$ cat config.mk
export PLATFORM = sky130hd
export DESIGN_NAME = obi_amo_sequencer
export DESIGN_NICKNAME = d
export VERILOG_FILES = /design/src/rtl/obi_amo_sequencer_pkg.sv /design/src/rtl/obi_amo_alu.sv /design/src/rtl/obi_amo_sequencer.sv
export SDC_FILE = /design/constraint.sdc
export NUM_CORES = 1
export LEC_CHECK = 0
export CORE_MARGIN = 2
export CORE_UTILIZATION = 40
export CTS_BUF_LIST = sky130_fd_sc_hd__clkbuf_4
export CTS_CLUSTER_DIAMETER = 40
export DETAILED_ROUTE_END_ITERATION = 8
export GPL_ROUTABILITY_DRIVEN = 1
export HOLD_SLACK_MARGIN = 0.1
export PLACE_DENSITY = 0.66
export SKIP_CTS_REPAIR_TIMING = 1
export SLEW_MARGIN = 10
export SYNTH_ARGS = -nofsm -noshare
export SYNTH_HDL_FRONTEND = slang
export SYNTH_SLANG_ARGS = --single-unit
$ cat constraint.sdc
create_clock -name clk_i -period 11.4 [get_ports clk_i]
set_input_delay 1.71 -clock clk_i [delete_from_list [all_inputs] [get_ports clk_i]]
set_output_delay 1.71 -clock clk_i [all_outputs]
set_load 0.03 [all_outputs]
$ cat src/rtl/obi_amo_sequencer_pkg.sv
// Shared definitions for the OBI atomics sequencer.
//   obi_atop_e  : OBI atomic opcode encoding (6 bits, AMONONE = plain access)
//   is_rmw_op() : true for opcodes that are resolved as read-modify-write
package obi_amo_sequencer_pkg;

    typedef enum logic [5:0] {
        AMONONE = 6'h00,
        AMOADD  = 6'h20,
        AMOSWAP = 6'h21,
        AMOLR   = 6'h22,
        AMOSC   = 6'h23,
        AMOXOR  = 6'h24,
        AMOOR   = 6'h28,
        AMOAND  = 6'h2C,
        AMOMIN  = 6'h30,
        AMOMAX  = 6'h34,
        AMOMINU = 6'h38,
        AMOMAXU = 6'h3C
    } obi_atop_e;

    function automatic logic is_rmw_op(input logic [5:0] atop);
        case (atop)
            AMOADD, AMOSWAP, AMOXOR, AMOOR, AMOAND,
            AMOMIN, AMOMAX, AMOMINU, AMOMAXU: return 1'b1;
            default:                          return 1'b0;
        endcase
    endfunction

endpackage

$ cat src/rtl/obi_amo_alu.sv
// Combinational AMO modify step: new_val = op(old, operand).
//   atop     in  6          atomic opcode (obi_atop_e encoding)
//   old      in  DataWidth  value read from memory
//   operand  in  DataWidth  operand from the request
//   new_val  out DataWidth  value to write back
// Opcodes without a modify step (LR/SC/unknown) yield the operand unchanged,
// which is exactly the store-conditional write value.
module obi_amo_alu
    import obi_amo_sequencer_pkg::*;
#(
    parameter int unsigned DataWidth = 32
) (
    input  logic [5:0]           atop,
    input  logic [DataWidth-1:0] old,
    input  logic [DataWidth-1:0] operand,
    output logic [DataWidth-1:0] new_val
);

    always_comb begin
        new_val = operand;
        case (atop)
            AMOADD:  new_val = old + operand;
            AMOXOR:  new_val = old ^ operand;
            AMOAND:  new_val = old & operand;
            AMOOR:   new_val = old | operand;
            AMOMIN:  new_val = ($signed(old) < $signed(operand)) ? old : operand;
            AMOMAX:  new_val = ($signed(old) > $signed(operand)) ? old : operand;
            AMOMINU: new_val = (old < operand) ? old : operand;
            AMOMAXU: new_val = (old > operand) ? old : operand;
            default: new_val = operand;
        endcase
    end

endmodule

$ cat src/rtl/obi_amo_sequencer.sv
// OBI atomics sequencer: resolves AMOs for a subordinate without native
// atomics. Plain accesses pass straight through in IDLE; AMOs are granted
// immediately and replayed downstream as read + modify + write.
// At most one transaction is outstanding.
// Ports:
//   clk_i, rst_i (synchronous, active-high)
//   sbr_*  upstream OBI subordinate port (req/gnt/addr/we/be/wdata/atop, rvalid/rdata/err)
//   mgr_*  downstream OBI manager port   (req/gnt/addr/we/be/wdata, rvalid/rdata/err)
// Configuration macro: OBI_AMO_SEQ_LRSC_EN enables LR/SC with one reservation;
// without it LR/SC are answered as illegal opcodes.
module obi_amo_sequencer
    import obi_amo_sequencer_pkg::*;
#(
    parameter int unsigned AddrWidth = 32,
    parameter int unsigned DataWidth = 32
) (
    input  logic                   clk_i,
    input  logic                   rst_i,
    input  logic                   sbr_req_i,
    output logic                   sbr_gnt_o,
    input  logic [AddrWidth-1:0]   sbr_addr_i,
    input  logic                   sbr_we_i,
    input  logic [DataWidth/8-1:0] sbr_be_i,
    input  logic [DataWidth-1:0]   sbr_wdata_i,
    input  logic [5:0]             sbr_atop_i,
    output logic                   sbr_rvalid_o,
    output logic [DataWidth-1:0]   sbr_rdata_o,
    output logic                   sbr_err_o,
    output logic                   mgr_req_o,
    input  logic                   mgr_gnt_i,
    output logic [AddrWidth-1:0]   mgr_addr_o,
    output logic                   mgr_we_o,
    output logic [DataWidth/8-1:0] mgr_be_o,
    output logic [DataWidth-1:0]   mgr_wdata_o,
    input  logic                   mgr_rvalid_i,
    input  logic [DataWidth-1:0]   mgr_rdata_i,
    input  logic                   mgr_err_i
);

    typedef enum logic [2:0] {
        IDLE, PASS_WAIT, AMO_RD, AMO_RD_WAIT, AMO_WR, AMO_WR_WAIT, RESP
    } state_e;

    state_e               state_q, state_d;
    logic [AddrWidth-1:0] addr_q;
    logic [DataWidth-1:0] operand_q;
    logic [DataWidth-1:0] rdata_q;   // old value, SC status or 0, returned in RESP
    logic [5:0]           atop_q;
    logic                 err_q;
    logic [DataWidth-1:0] alu_res;

    logic rmw_op, lr_op, sc_op, resv_match, amo_accept;

    assign rmw_op     = is_rmw_op(sbr_atop_i);
    assign amo_accept = (state_q == IDLE) && sbr_req_i && (sbr_atop_i != AMONONE);

`ifdef OBI_AMO_SEQ_LRSC_EN
    logic                 resv_valid_q;
    logic [AddrWidth-3:0] resv_addr_q;   // word address

    assign lr_op      = (sbr_atop_i == AMOLR);
    assign sc_op      = (sbr_atop_i == AMOSC);
    assign resv_match = resv_valid_q && (resv_addr_q == sbr_addr_i[AddrWidth-1:2]);

    always_ff @(posedge clk_i) begin
        if (rst_i) begin
            resv_valid_q <= 1'b0;
            resv_addr_q  <= '0;
        end else if (state_q == AMO_RD_WAIT && mgr_rvalid_i && !mgr_err_i && atop_q == AMOLR) begin
            resv_valid_q <= 1'b1;
            resv_addr_q  <= addr_q[AddrWidth-1:2];
        end else if (state_q == IDLE && sbr_atop_i == AMONONE && sbr_req_i && mgr_gnt_i
                     && sbr_we_i && resv_match) begin
            resv_valid_q <= 1'b0;
        end else if (amo_accept && sc_op) begin
            resv_valid_q <= 1'b0;   // SC consumes the reservation whatever the outcome
        end else if (state_q == AMO_WR && mgr_gnt_i
                     && resv_addr_q == addr_q[AddrWidth-1:2]) begin
            resv_valid_q <= 1'b0;
        end
    end
`else
    assign lr_op      = 1'b0;
    assign sc_op      = 1'b0;
    assign resv_match = 1'b0;
`endif

    obi_amo_alu #(.DataWidth(DataWidth)) u_alu (
        .atop    (atop_q),
        .old     (rdata_q),
        .operand (operand_q),
        .new_val (alu_res)
    );

    always_comb begin
        state_d      = state_q;
        sbr_gnt_o    = 1'b0;
        mgr_req_o    = 1'b0;
        mgr_addr_o   = addr_q;
        mgr_we_o     = 1'b0;
        mgr_be_o     = '1;
        mgr_wdata_o  = alu_res;
        sbr_rvalid_o = 1'b0;
        sbr_rdata_o  = rdata_q;
        sbr_err_o    = err_q;
        case (state_q)
            IDLE: begin
                if (sbr_atop_i == AMONONE) begin
                    mgr_req_o   = sbr_req_i;
                    mgr_addr_o  = sbr_addr_i;
                    mgr_we_o    = sbr_we_i;
                    mgr_be_o    = sbr_be_i;
                    mgr_wdata_o = sbr_wdata_i;
                    sbr_gnt_o   = mgr_gnt_i;
                    if (sbr_req_i && mgr_gnt_i) state_d = PASS_WAIT;
                end else if (sbr_req_i) begin
                    sbr_gnt_o = 1'b1;
                    if (rmw_op || lr_op)        state_d = AMO_RD;
                    else if (sc_op && resv_match) state_d = AMO_WR;  // SC needs no read
                    else                        state_d = RESP;    // failed SC or illegal
                end
            end
            PASS_WAIT: begin
                sbr_rvalid_o = mgr_rvalid_i;
                sbr_rdata_o  = mgr_rdata_i;
                sbr_err_o    = mgr_err_i;
                if (mgr_rvalid_i) state_d = IDLE;
            end
            AMO_RD: begin
                mgr_req_o = 1'b1;
                if (mgr_gnt_i) state_d = AMO_RD_WAIT;
            end
            AMO_RD_WAIT: begin
                if (mgr_rvalid_i)
                    state_d = (mgr_err_i || atop_q == AMOLR) ? RESP : AMO_WR;
            end
            AMO_WR: begin
                mgr_req_o = 1'b1;
                mgr_we_o  = 1'b1;
                if (mgr_gnt_i) state_d = AMO_WR_WAIT;
            end
            AMO_WR_WAIT: begin
                if (mgr_rvalid_i) state_d = RESP;
            end
            RESP: begin
                sbr_rvalid_o = 1'b1;
                state_d      = IDLE;
            end
            default: state_d = IDLE;
        endcase
        if (rst_i) begin
            sbr_gnt_o    = 1'b0;
            mgr_req_o    = 1'b0;
            sbr_rvalid_o = 1'b0;
        end
    end

    always_ff @(posedge clk_i) begin
        if (rst_i) begin
            state_q   <= IDLE;
            addr_q    <= '0;
            operand_q <= '0;
            rdata_q   <= '0;
            atop_q    <= '0;
            err_q     <= 1'b0;
        end else begin
            state_q <= state_d;
            if (amo_accept) begin
                addr_q    <= sbr_addr_i;
                operand_q <= sbr_wdata_i;
                atop_q    <= sbr_atop_i;
                rdata_q   <= '0;
                err_q     <= 1'b0;
                if (sc_op)                    rdata_q <= {{(DataWidth-1){1'b0}}, !resv_match};
                else if (!rmw_op && !lr_op)   err_q   <= 1'b1;
            end
            if (state_q == AMO_RD_WAIT && mgr_rvalid_i) begin
                rdata_q <= mgr_rdata_i;
                err_q   <= mgr_err_i;
            end
            if (state_q == AMO_WR_WAIT && mgr_rvalid_i) err_q <= mgr_err_i;
        end
    end

endmodule

==> impl_metrics.ini <==
[logic_synthesis]
synth_edf_count = 0
yosys_register_bits = 106
synth_top_area_share_pct = 21.54
netlist-cell-type-count = 67
yosysWarnings = 0
synth.avg_cell_area_sq_um = 6.688
yosys.area.top_type = dfxtp_1
synth-main-ff-cell = dfxtp_1
syn_inst = 1473
ys_async_sr_fraction_pct = 0
synthesis.nets = 1683
netlist_area_sq_um = 9851
synth_area_leaders = dfxtp_1, nand2_1, ha_1
ys_seq_area_share_pct = 21.54

[cts]
root_buffer = clkbuf_4
cts_sinks = 106
clock_latency_ps = 530
clk_path_buf_depth = 2
cts_tree = done
cts.clk_slew.worst_paths_ps = 200
htreeDepth = 3
numCtsBuffers = 9

[power_and_ir_drop]
power_density_nw_per_um2 = 149.2
power.leakage_nw = 4.681
vdd_drop_max_v = 0.0001131

[grt]
grt_overflow = 0
grt_use_total_pct = 26.16
first_global_vias = 10260
antenna_found_initial = 2
grt_start_max_net_pins = 69
grt_pass1_wl_um = 54800

[timing]
fmax_mhz = 127.8
relSlewSlack_pct = 29.47
worst_clock_skew_ps = 21.48
timing.setup.tns_ps = 0
final.min_clock_period_ps = 7824
worst_pin_slew_ps = 1055
finalCritPeriodShare_pct = 68.63
finalMaxSlewViolations = 0
hold_ws_ps = 468.6
grt_setup_unrepaired = false
setup_viol = 0
hold_viol = 0

[critical_path]
crit_type = reg2out
cp.arrival_ps = 6110
critPathCaptureType = primary output
cp.required_ps = 9690
cp-start-kind = flop
worstPathMaxFanout = 17

[route]
wl_per_cell_um = 17.95
wirelength_um = 34850
antenna_left = 0
first_pass_iters = 6
drc_errors = 0
num_vias = 10970
drtIter0Drc = 1012
vias_per_cell = 5.651

[die]
ios = 218
die_area_sq_um = 25900
rows = 57
die-width_um = 160.9
initial_utilization_pct = 40.62
die_height_um = 160.9
core-area_sq_um = 24250

[run]
max_cap_viol_count = 0

[placement]
place_congestion = 0.9465
place_hpwl_um = 24130
port_buffers = 217

[final_layout]
area_delta_synth_final_pct = 24.74
layout-drive-gt1-share_pct = 4.824
final_nets = 1822
post-route-util_pct = 50.68

[run_status]
status = finished, final reports clean

[min_path]
holdCritPathClass = reg2reg
-- Yosys cell counts, drive strengths merged (7+ instances only) --
library cell    n
xnor2          14
o21ai         100
buf            22
nand3          59
nor2           67
nor3           19
a21o           18
nor4           13
a221oi         22
dfxtp         106
a31oi           9
clkbuf         83
o2111ai        10
and3            9
nand2         379
a211oi         10
mux2i           9
ha             96
or3             7
a21oi         197
nor2b          11
nand2b          9
inv            81
o32ai          12
o211ai         15
-- final timing paths --
| path | end | slack (ps) | cells past startpoint | from |
|---|---|---|---|---|
| setup / recovery | mgr_wdata_o[14] | 3580 | 12 | rdata_q[14]$_SDFFE_PP0P_ |
| hold / removal | addr_q[0]$_SDFFE_PP0P_ | 470 | 2 | addr_q[0]$_SDFFE_PP0P_ |
| setup reg to reg | atop_q[3]$_SDFFE_PP0P_ | 8490 | 7 | state_q[1]$_SDFFE_PP0P_ |
| hold reg to reg | addr_q[0]$_SDFFE_PP0P_ | 470 | 2 | addr_q[0]$_SDFFE_PP0P_ |
-- worst max-delay path: stages, from the launching register on --
cell and delay, ps:
dfxtp_1 460, inv_1 90, ha_1 390, inv_1 130, a221oi_1 400, o221ai_1 250, o31a_1 350, o41ai_2 750
or3_1 660, nand2_1 810, a221oi_1 530, a21oi_1 130, clkdlybuf4s50_1 610
-- sequential cells by signal, indices dropped and copies added, names as in the netlist --
| signal | count |
|---|---|
| atop_q | 6 |
| state_q | 3 |
| addr_q | 32 |
| err_q | 1 |
| operand_q | 32 |
| rdata_q | 32 |
-- through the flow --
step,cell area (sq um),setup WS (ps),total power [W],cells
after floorplan,9851,5274,0.001225,1473
after global placement,12150,4044,0.001613,1925
after detailed placement,12150,3973,0.001620,1925
after CTS,12290,3631,0.001833,1941
after global routing,12290,3194,0.001962,1942
final,12290,3576,0.001833,1942
-- report_power, final --
group | switching (W) | internal [W]
sequential | 0.0000610 | 0.000428
combinational | 0.000719 | 0.000413
clock | 0.000159 | 0.0000527
-- per-layer routing --
layer	up-vias	wire, um	GRT usage, %	part of all wire (%)
li1	5380	-	-	-
met1	5056	15060	34.83	43
met2	492	15640	42.00	45
met3	46	3581	7.515	10
met4	0	573	5.925	1.6
met5	-	0	0	0
-- placed cells by master (no fill, tap or decap), drive strengths merged, types with 11 or more instances in the layout --
master	instances
nor3	19
a21oi	197
nand3	59
dfxtp	106
o211ai	15
o21ai	100
xnor2	14
a221oi	22
nor4	13
nor2	67
nor2b	11
o32ai	12
clkdlybuf4s50	216
buf	17
nand2	379
ha	96
inv	83
a21o	18
-- cell type report --
type	instances	area, sq um
Sequential cell	106	2122
Multi-Input combinational cell	1181	7027
Inverter	81	304.0
Fill cell	2467	11960
Timing Repair Buffer	233	2290
Clock inverter	6	62.56
Antenna cell	1	2.502
Tap cell	324	405.4
Clock buffer	10	75.07
-- kinds of logic after synthesis --
family,after synthesis,share of synthesized area [%]
AND/OR/NAND/NOR,599,26.08
AO/OA/AOI/OAI,453,29.40
adder cells (fa/ha/maj),97,12.40
XOR/XNOR,20,1.778
flip-flops,106,21.54
multiplexers,12,1.257
buffers and inverters,186,7.545
Power figures use the tool's default switching activity.
